`config.mk`:
```
export PLATFORM = sky130hd
export DESIGN_NAME = flasher_lamp_reg
export DESIGN_NICKNAME = d
export VERILOG_FILES = /design/src/rtl/flasher_pkg.sv /design/src/rtl/flasher_step_div.sv /design/src/rtl/flasher_lamp_reg.sv
export SDC_FILE = /design/constraint.sdc
export NUM_CORES = 1
export LEC_CHECK = 0
export ABC_AREA = 1
export CAP_MARGIN = 40
export CORE_MARGIN = 4
export CORE_UTILIZATION = 48
export DETAILED_ROUTE_END_ITERATION = 7
export HOLD_SLACK_MARGIN = 0.1
export PLACE_DENSITY_LB_ADDON = 0.12
export SYNTH_ARGS = -nofsm -noshare
export SYNTH_HDL_FRONTEND = slang
export SYNTH_SLANG_ARGS = --single-unit
```
`constraint.sdc`:
```
create_clock -name clk -period 1.4 [get_ports clk]
set_input_delay 0.21 -clock clk [delete_from_list [all_inputs] [get_ports clk]]
set_output_delay 0.21 -clock clk [all_outputs]
set_load 0.01 [all_outputs]
```
`src/rtl/flasher_pkg.sv`:
```
// Shared definitions for the bound flasher: state encodings, lamp targets and the
// lamp update applied on every step.
package flasher_pkg;

  typedef enum logic [2:0] {
    S_INIT = 3'd0,
    S_UP1  = 3'd1,
    S_DN1  = 3'd2,
    S_UP2  = 3'd3,
    S_DN2  = 3'd4,
    S_UP3  = 3'd5,
    S_DN3  = 3'd6,
    S_ILL  = 3'd7
  } state_t;

  localparam logic [15:0] LAMP_6    = 16'h003F;
  localparam logic [15:0] LAMP_11   = 16'h07FF;
  localparam logic [15:0] LAMP_5    = 16'h001F;
  localparam logic [15:0] LAMP_ALL  = 16'hFFFF;
  localparam logic [15:0] LAMP_NONE = 16'h0000;

  // Driven by the target state so the lamp turns at a boundary instead of overshooting;
  // the shifts saturate naturally at all-on / all-off.
  function automatic logic [15:0] lamp_step(input state_t nxt, input logic [15:0] lamp);
    case (nxt)
      S_UP1, S_UP2, S_UP3: return {lamp[14:0], 1'b1};
      S_DN1, S_DN2, S_DN3: return {1'b0, lamp[15:1]};
      default:             return LAMP_NONE;
    endcase
  endfunction

endpackage

```
`src/rtl/flasher_step_div.sv`:
```
// Step pacing divider: asserts step once every STEP_DIV clocks.
module flasher_step_div #(
  parameter int unsigned STEP_DIV = 1
) (
  input  logic clk,
  input  logic rst,
  output logic step
);

  localparam int unsigned W = $clog2(STEP_DIV + 1);
  localparam logic [W-1:0] LAST = W'(STEP_DIV - 1);

  logic [W-1:0] count;

  assign step = (count == LAST);

  always_ff @(posedge clk) begin
    if (rst) begin
      count <= '0;
    end else if (step) begin
      count <= '0;
    end else begin
      count <= count + W'(1);
    end
  end

endmodule

```
`src/rtl/flasher_lamp_reg.sv`:
```
// Sequential stage of the bound flasher: state register, lamp shift register,
// step divider and the synchronised, latched flick request.
module flasher_lamp_reg
  import flasher_pkg::*;
#(
  parameter int unsigned STEP_DIV    = 1,
  parameter int unsigned SYNC_STAGES = 2
) (
  input  logic        clk,
  input  logic        rst,
  input  logic        flick_in,
  input  logic [2:0]  next,
  output logic [2:0]  current,
  output logic [15:0] lamp,
  output logic        flick
);

  logic                   step;
  logic [SYNC_STAGES-1:0] sync_q;
  logic                   fs;
  logic                   pending;
  state_t                 cur_q, cur_d, next_s;
  logic [15:0]            lamp_q, lamp_d;

  flasher_step_div #(.STEP_DIV(STEP_DIV)) u_div (
    .clk  (clk),
    .rst  (rst),
    .step (step)
  );

  assign fs     = sync_q[SYNC_STAGES-1];
  assign next_s = state_t'(next);

  always_ff @(posedge clk) begin
    if (rst) begin
      sync_q <= '0;
    end else begin
      sync_q <= {sync_q[SYNC_STAGES-2:0], flick_in};
    end
  end

  // Set has priority over the step clear so a held button stays visible.
  always_ff @(posedge clk) begin
    if (rst) begin
      pending <= 1'b0;
    end else if (fs) begin
      pending <= 1'b1;
    end else if (step) begin
      pending <= 1'b0;
    end
  end

  always_comb begin
    cur_d  = cur_q;
    lamp_d = lamp_q;
    if (step) begin
      cur_d  = (next_s == S_ILL) ? S_INIT : next_s;
      lamp_d = lamp_step(next_s, lamp_q);
    end
  end

  always_ff @(posedge clk) begin
    if (rst) begin
      cur_q  <= S_INIT;
      lamp_q <= LAMP_NONE;
    end else begin
      cur_q  <= cur_d;
      lamp_q <= lamp_d;
    end
  end

  assign current = cur_q;
  assign lamp    = lamp_q;
  assign flick   = pending;

endmodule

```
==> results of run 1 <==
-- layer usage --
metal / routed length, um / track usage / up-vias
met1: 1235 / 0.2199 / 521
met5: 0 / 0 / -
met2: 1159 / 0.2756 / 21
met3: 99 / 0.02759 / 4
li1: - / - / 589
met4: 40 / 0.07119 / 0
-- power breakdown --
group	switching, uW	internal [uW]
Clock	206	107
Sequential	6.17	666
Combinational	78.1	45.3
-- registers in the layout, summed over array words and instances (netlist names) --
name and count:
current 3, flick 1, lamp 16, sync_q 2, u_div.count 1
-- cells by family (layout without fill, tap and decap cells) --
family / count (synthesis) / after routing / share of synthesized area
AO/OA/AOI/OAI: 7 / 7 / 0.03111
buffers and inverters: 38 / 65 / 0.1511
flip-flops: 23 / 23 / 0.4089
other: 1 / 1 / 0.003330
AND/OR/NAND/NOR: 102 / 102 / 0.4056
-- path summary, 6_finish.rpt --
kind	end	depth (start not counted)	from	slack (ns)
setup / recovery	lamp[2]	1	lamp[2]	0.18
hold / removal	sync_q[0]	3	flick_in	0.39
setup reg to reg	lamp[13]	5	u_div.count	0.30
hold reg to reg	sync_q[1]	2	sync_q[0]	0.42
-- worst min-delay path, delay by kind of cell --
family	cells	cell delay, ns
buffers and inverters	2	0.44
and+or+nand+nor	1	0.03
-- final cells by class --
type                            count  area share
Multi-Input combinational cell    110      0.3489
Sequential cell                    23      0.3348
Timing Repair Buffer               32      0.1956
Inverter                           29     0.07665
Tap cell                           28     0.02467
Clock buffer                        3     0.01586
Clock inverter                      1    0.003524
-- placed cells by master (no fill, tap or decap), types with 7 or more instances in the layout --
| cell | count |
|---|---|
| nand2_1 | 35 |
| inv_1 | 27 |
| nor2_1 | 34 |
| dfxtp_2 | 12 |
| dlygate4sd2_1 | 20 |
| nand3_1 | 16 |
| dfxtp_1 | 11 |
| buf_4 | 7 |
| nand4_1 | 15 |
-- per-stage QoR --
| step | util | worst slack, ns | power, uW |
|---|---|---|---|
| 2_1_floorplan | - | 0.4362 | 764.2 |
| 3_3_place_gp | 0.6341 | 0.003674 | 813.2 |
| 3_5_place_dp | 0.6341 | -0.03691 | 815.9 |
| 4_1_cts | 0.6420 | 0.1813 | 1116 |
| 5_1_grt | 0.6420 | 0.1261 | 1156 |
| 6_report | 0.6420 | 0.1808 | 1109 |
==> results.md, run 1 <==
* Layout cells sized above 1 at 0.1364
* Slowest CP cell: dfxtp_1
* Avg WL per Cell at 11.22 um
* Max Fclk at a little over 800 MHz
* CP Launch Type: register
* Total gr overflow at 0
* Avg Inst Size Synth at 6.585 um2
* Largest net degree at the start of global routing at 21
* Clock Sinks at 23
* Resized cells post-CTS at 32
* Hold buffer count at CTS at 0
* Routed wire length at ~2.5 mm
* Vias in the first global route at 1034
* Drt drc at 0
* Cells after DPL at 222
* Buf/Inv on CP at 1
* Routed Antenna Nets at 0
* Setup TNS at 0 ns
* Clock tree buffer depth at 2
* Die height at 56.44 um
* Initial antenna violation count at 0
* Gp weighted congestion at 0.8358
* Rows at 17
* Worst-skew pair later-pin latency at roughly 0.32 ns
* Area Overhead vs Synth at 26.11%
* Global Route Usage Sum at 0.1695
* Seq/Total Area, Yosys at 0.4089
* Setup CP Type: reg -> out
* FFs w/ async S/R, synth at 0
* Area of the multi-input gates at 495.5 um2
* Minimum clock period at 1.219 ns
* Filler cell count at 223
* Worst VDD drop at 701.0 uV
* WP data required at 1.19 ns
* Post-Syn Area at 1126 um2
* Sequential cell area at 475.5 um2
* Reg clk slew, reported paths at 0.13 ns
* Max_cap viols at 0
* TritonRoute pass-1 iters at 4
* Vias per cell at around 5
* Die X-Extent at 56.44 um
* Die ar. at around 3200 um2
* Final hold slack at 0.3916 ns
* Finish-stage setup viols at 0
* DRT iter0 DRCs at 29
* Synth area leader: dfxtp_1
* Worst Clk Skew at 0.005964 ns
* RSZ-0062 raised after global routing: no
* Count leader, synth: nand2_1
* TritonCTS clock tree: yes
* Nets at just over 200
* Final hold vios at 0
* Tcrit/Tclk final at 0.8708
* Post-DP HPWL at 1.771 mm
* Syn Nets at approximately 180
* Post-synth EDFFs at 0
* Starting density of the core at 0.5090
* Static leakage at ~0.00073 uW
* Dpl cell area at 1403 um2
* WP data arrival at about 1.0 ns
* Crit-path cells: dlygate4sd2_1
* N_diodes at 0
* Mapped Cells at 171
* Hold WC Path Type: in -> reg
* Worst-path maximum fanout at 4
* Via Count at 1135
* Critical Path Max Stage Delay at roughly 0.4 ns
* Port Buffer Count at 25
* H-tree depth reported by CTS at 1
* Worst setup EP type: output port
* Share of the synthesized area in the top cell type at 0.4089
* First-pass GRT wire length at between 4 and 5 mm
* Seq cells post-synth at 23
* Post-synth top flop: dfxtp_1
* Count of pins over their slew limit at 0
* Post-synth cell types at 16
* I/O pins at 26
* Post-CTS Repair Setup Buffers at 0
* Status: complete, no violations
* Clock tree root buffer cell: clkbuf_4
* Placeable core area at 2212 um2
* Yosys Warn Count at 0
* Crit path max-delay family: flip-flops
* Finished Layout Cells at between 200 and 250
* Top post-synthesis cells by count: nand2_1 (35), nor2_1 (34), inv_1 (27), dfxtp_1 (23), nand3_1 (16)
* Top post-synthesis cells by area: dfxtp_1 (41%), nand2_1 (12%), nor2_1 (11%)
* Post-route cell area at about 1400 um2
* Pwr dens at 781.2 nW/um2
* CTS buffer count at 3
No activity file was read; power rests on OpenSTA's default activity.
==> run 2, diff against run 1 <==
- clock period: 1.4 -> 1.2 ns (I/O delays scaled with it)
==> run 2 against run 1 <==
  * Final cell count increased by 1.3%
  * Clock power increased by 14%
  * Power increased by 17%
  * Final area increased by 2.8%
  * First-iteration DRC count increased by 31%
  * Wire length increased by 5.9%
  * Die area unchanged
  * Non-clock buffer count increased by 3
  * Combinational power increased by 26%
  * Worst hold slack improved by 0.00088 ns
  * Critical endpoint is now lamp[11]
  * Highest routed layer unchanged
==> results.md, run 2 (synthesis results as in run 1) <==
* WP data arrival at 0.96 ns
* Hold WC Path Type: in -> reg
* Rows at 17
* Most frequent cells in the layout: nand2_1 (35), nor2_1 (34), inv_1 (27)
* Minimum clock period at 1.139 ns
* Metal2 WL at 1.278 mm
* Clock Sinks at 23
* DR WL met3 at 121 um
* Reg clk slew, reported paths at between 0.1 and 0.15 ns
* Largest net degree at the start of global routing at 21
* Max reg flops at 16
* Setup TNS at 0 ns
* H-tree depth reported by CTS at 1
* Worst-path maximum fanout at 4
* First-pass GRT wire length at 4.685 mm
* Gp weighted congestion at 0.8355
* Starting density of the core at 0.5090
* Crit-path cells: dlygate4sd2_1
* Placeable core area at 2212 um2
* Nets at between 200 and 250
* Crit path max-delay family: flip-flops
* CTS buffer count at 3
* DRT iter0 DRCs at 38
* Pwr dens at 890.2 nW/um2
* Status: complete, no violations
* Tcrit/Tclk final at 0.9492
* Count of pins over their slew limit at 0
* Finish-stage setup viols at 0
* Post-CTS Repair Setup Buffers at 0
* Routed wire length at around 2.7 mm
* Die X-Extent at approximately 56 um
* Via Count at 1170
* Max Fclk at slightly below 900 MHz
* I/O pins at 26
* Worst Clk Skew at roughly 0.0024 ns
* Leading cell type in the layout, fill and taps excluded: nand2_1
* Initial antenna violation count at 0
* Hold buffer count at CTS at 0
* Total gr overflow at 0
* Max_cap viols at 0
* Worst setup EP type: output port
* Top sig layer: met4
* Routed Antenna Nets at 0
* Buf/Inv on CP at 1
* Worst-skew pair later-pin latency at 0.30 ns
* N_diodes at 0
* CP Launch Type: register
* Final hold vios at 0
* Resized cells post-CTS at 32
* Clock tree root buffer cell: clkbuf_4
* Vias per cell at 5.109
* Avg WL per Cell at about 12 um
* WP data required at 1.02 ns
* TritonCTS clock tree: yes
* Layout cells sized above 1 at 0.1592
* Global Route Usage Sum at 0.1785
* Post-DP HPWL at between 1.5 and 2 mm
* Drt drc at 0
* Final core occ at 0.6601
* Critical Path Max Stage Delay at 0.38 ns
* M1 wire length at about 1.2 mm
* Vias in the first global route at ~1100
* Setup CP Type: reg -> out
* Static leakage at 0.0007503 uW
* Area Overhead vs Synth at 29.67%
* RSZ-0062 raised after global routing: no
* Clock tree buffer depth at 2
* Port Buffer Count at 25
* Slowest CP cell: dfxtp_2
* Die ar. at approximately 3200 um2
* Die height at 56.44 um
* TritonRoute pass-1 iters at 4
* Worst VDD drop at 519.8 uV
[run 2: layout make-up]
type | count | area [um2]
clock inverter | 1 | 5.005
clock buffer | 3 | 22.52
inverter | 29 | 111.4
timing repair buffer | 35 | 312.8
sequential | 23 | 478.0
tap | 28 | 35.03
multi-input combinational | 110 | 495.5
fill | 210 | 752.0
[run 2: layer usage]
metal | GRT usage | vias to the layer above
met5 | 0 | -
met4 | 0.07797 | 0
met3 | 0.02299 | 4
met2 | 0.2970 | 31
met1 | 0.2280 | 543
li1 | - | 592
[run 2: where the power goes]
part	switching [uW]	leakage (uW)	internal (uW)	total (uW)
clock	234	0.0000177	124	358
sequential	9.10	0.000194	778	787
combinational	93.9	0.000539	61.5	155
total	336	0.000750	963	1300
[run 2: per-stage QoR]
step	worst slack, ns	hold slack, ns	area [um2]	instances	total power (uW)
final	0.06090	0.3924	1460	229	1300
after global placement	-0.1689	0.3892	1438	225	959.8
after detailed placement	-0.1946	0.3951	1438	225	963.3
after global routing	0.006029	0.3905	1460	229	1357
after floorplan	0.2362	0.2491	1126	171	891.5
after CTS	0.02307	0.3845	1455	229	1315
[run 2: path summary, 6_finish.rpt]
check	from	endpoint	slack, ns	cells past startpoint
max reg2reg	u_div.count	lamp[2]	0.12	5
max	lamp[11]	lamp[11]	0.06	1
min reg2reg	sync_q[0]	sync_q[1]	0.41	2
min	flick_in	sync_q[0]	0.39	3
==> run 3, diff against run 2 <==
- CTS_CLUSTER_DIAMETER: not set -> 30
==> results of run 3 <==
The final DEF is identical to that of run 2; final timing and power are the same.
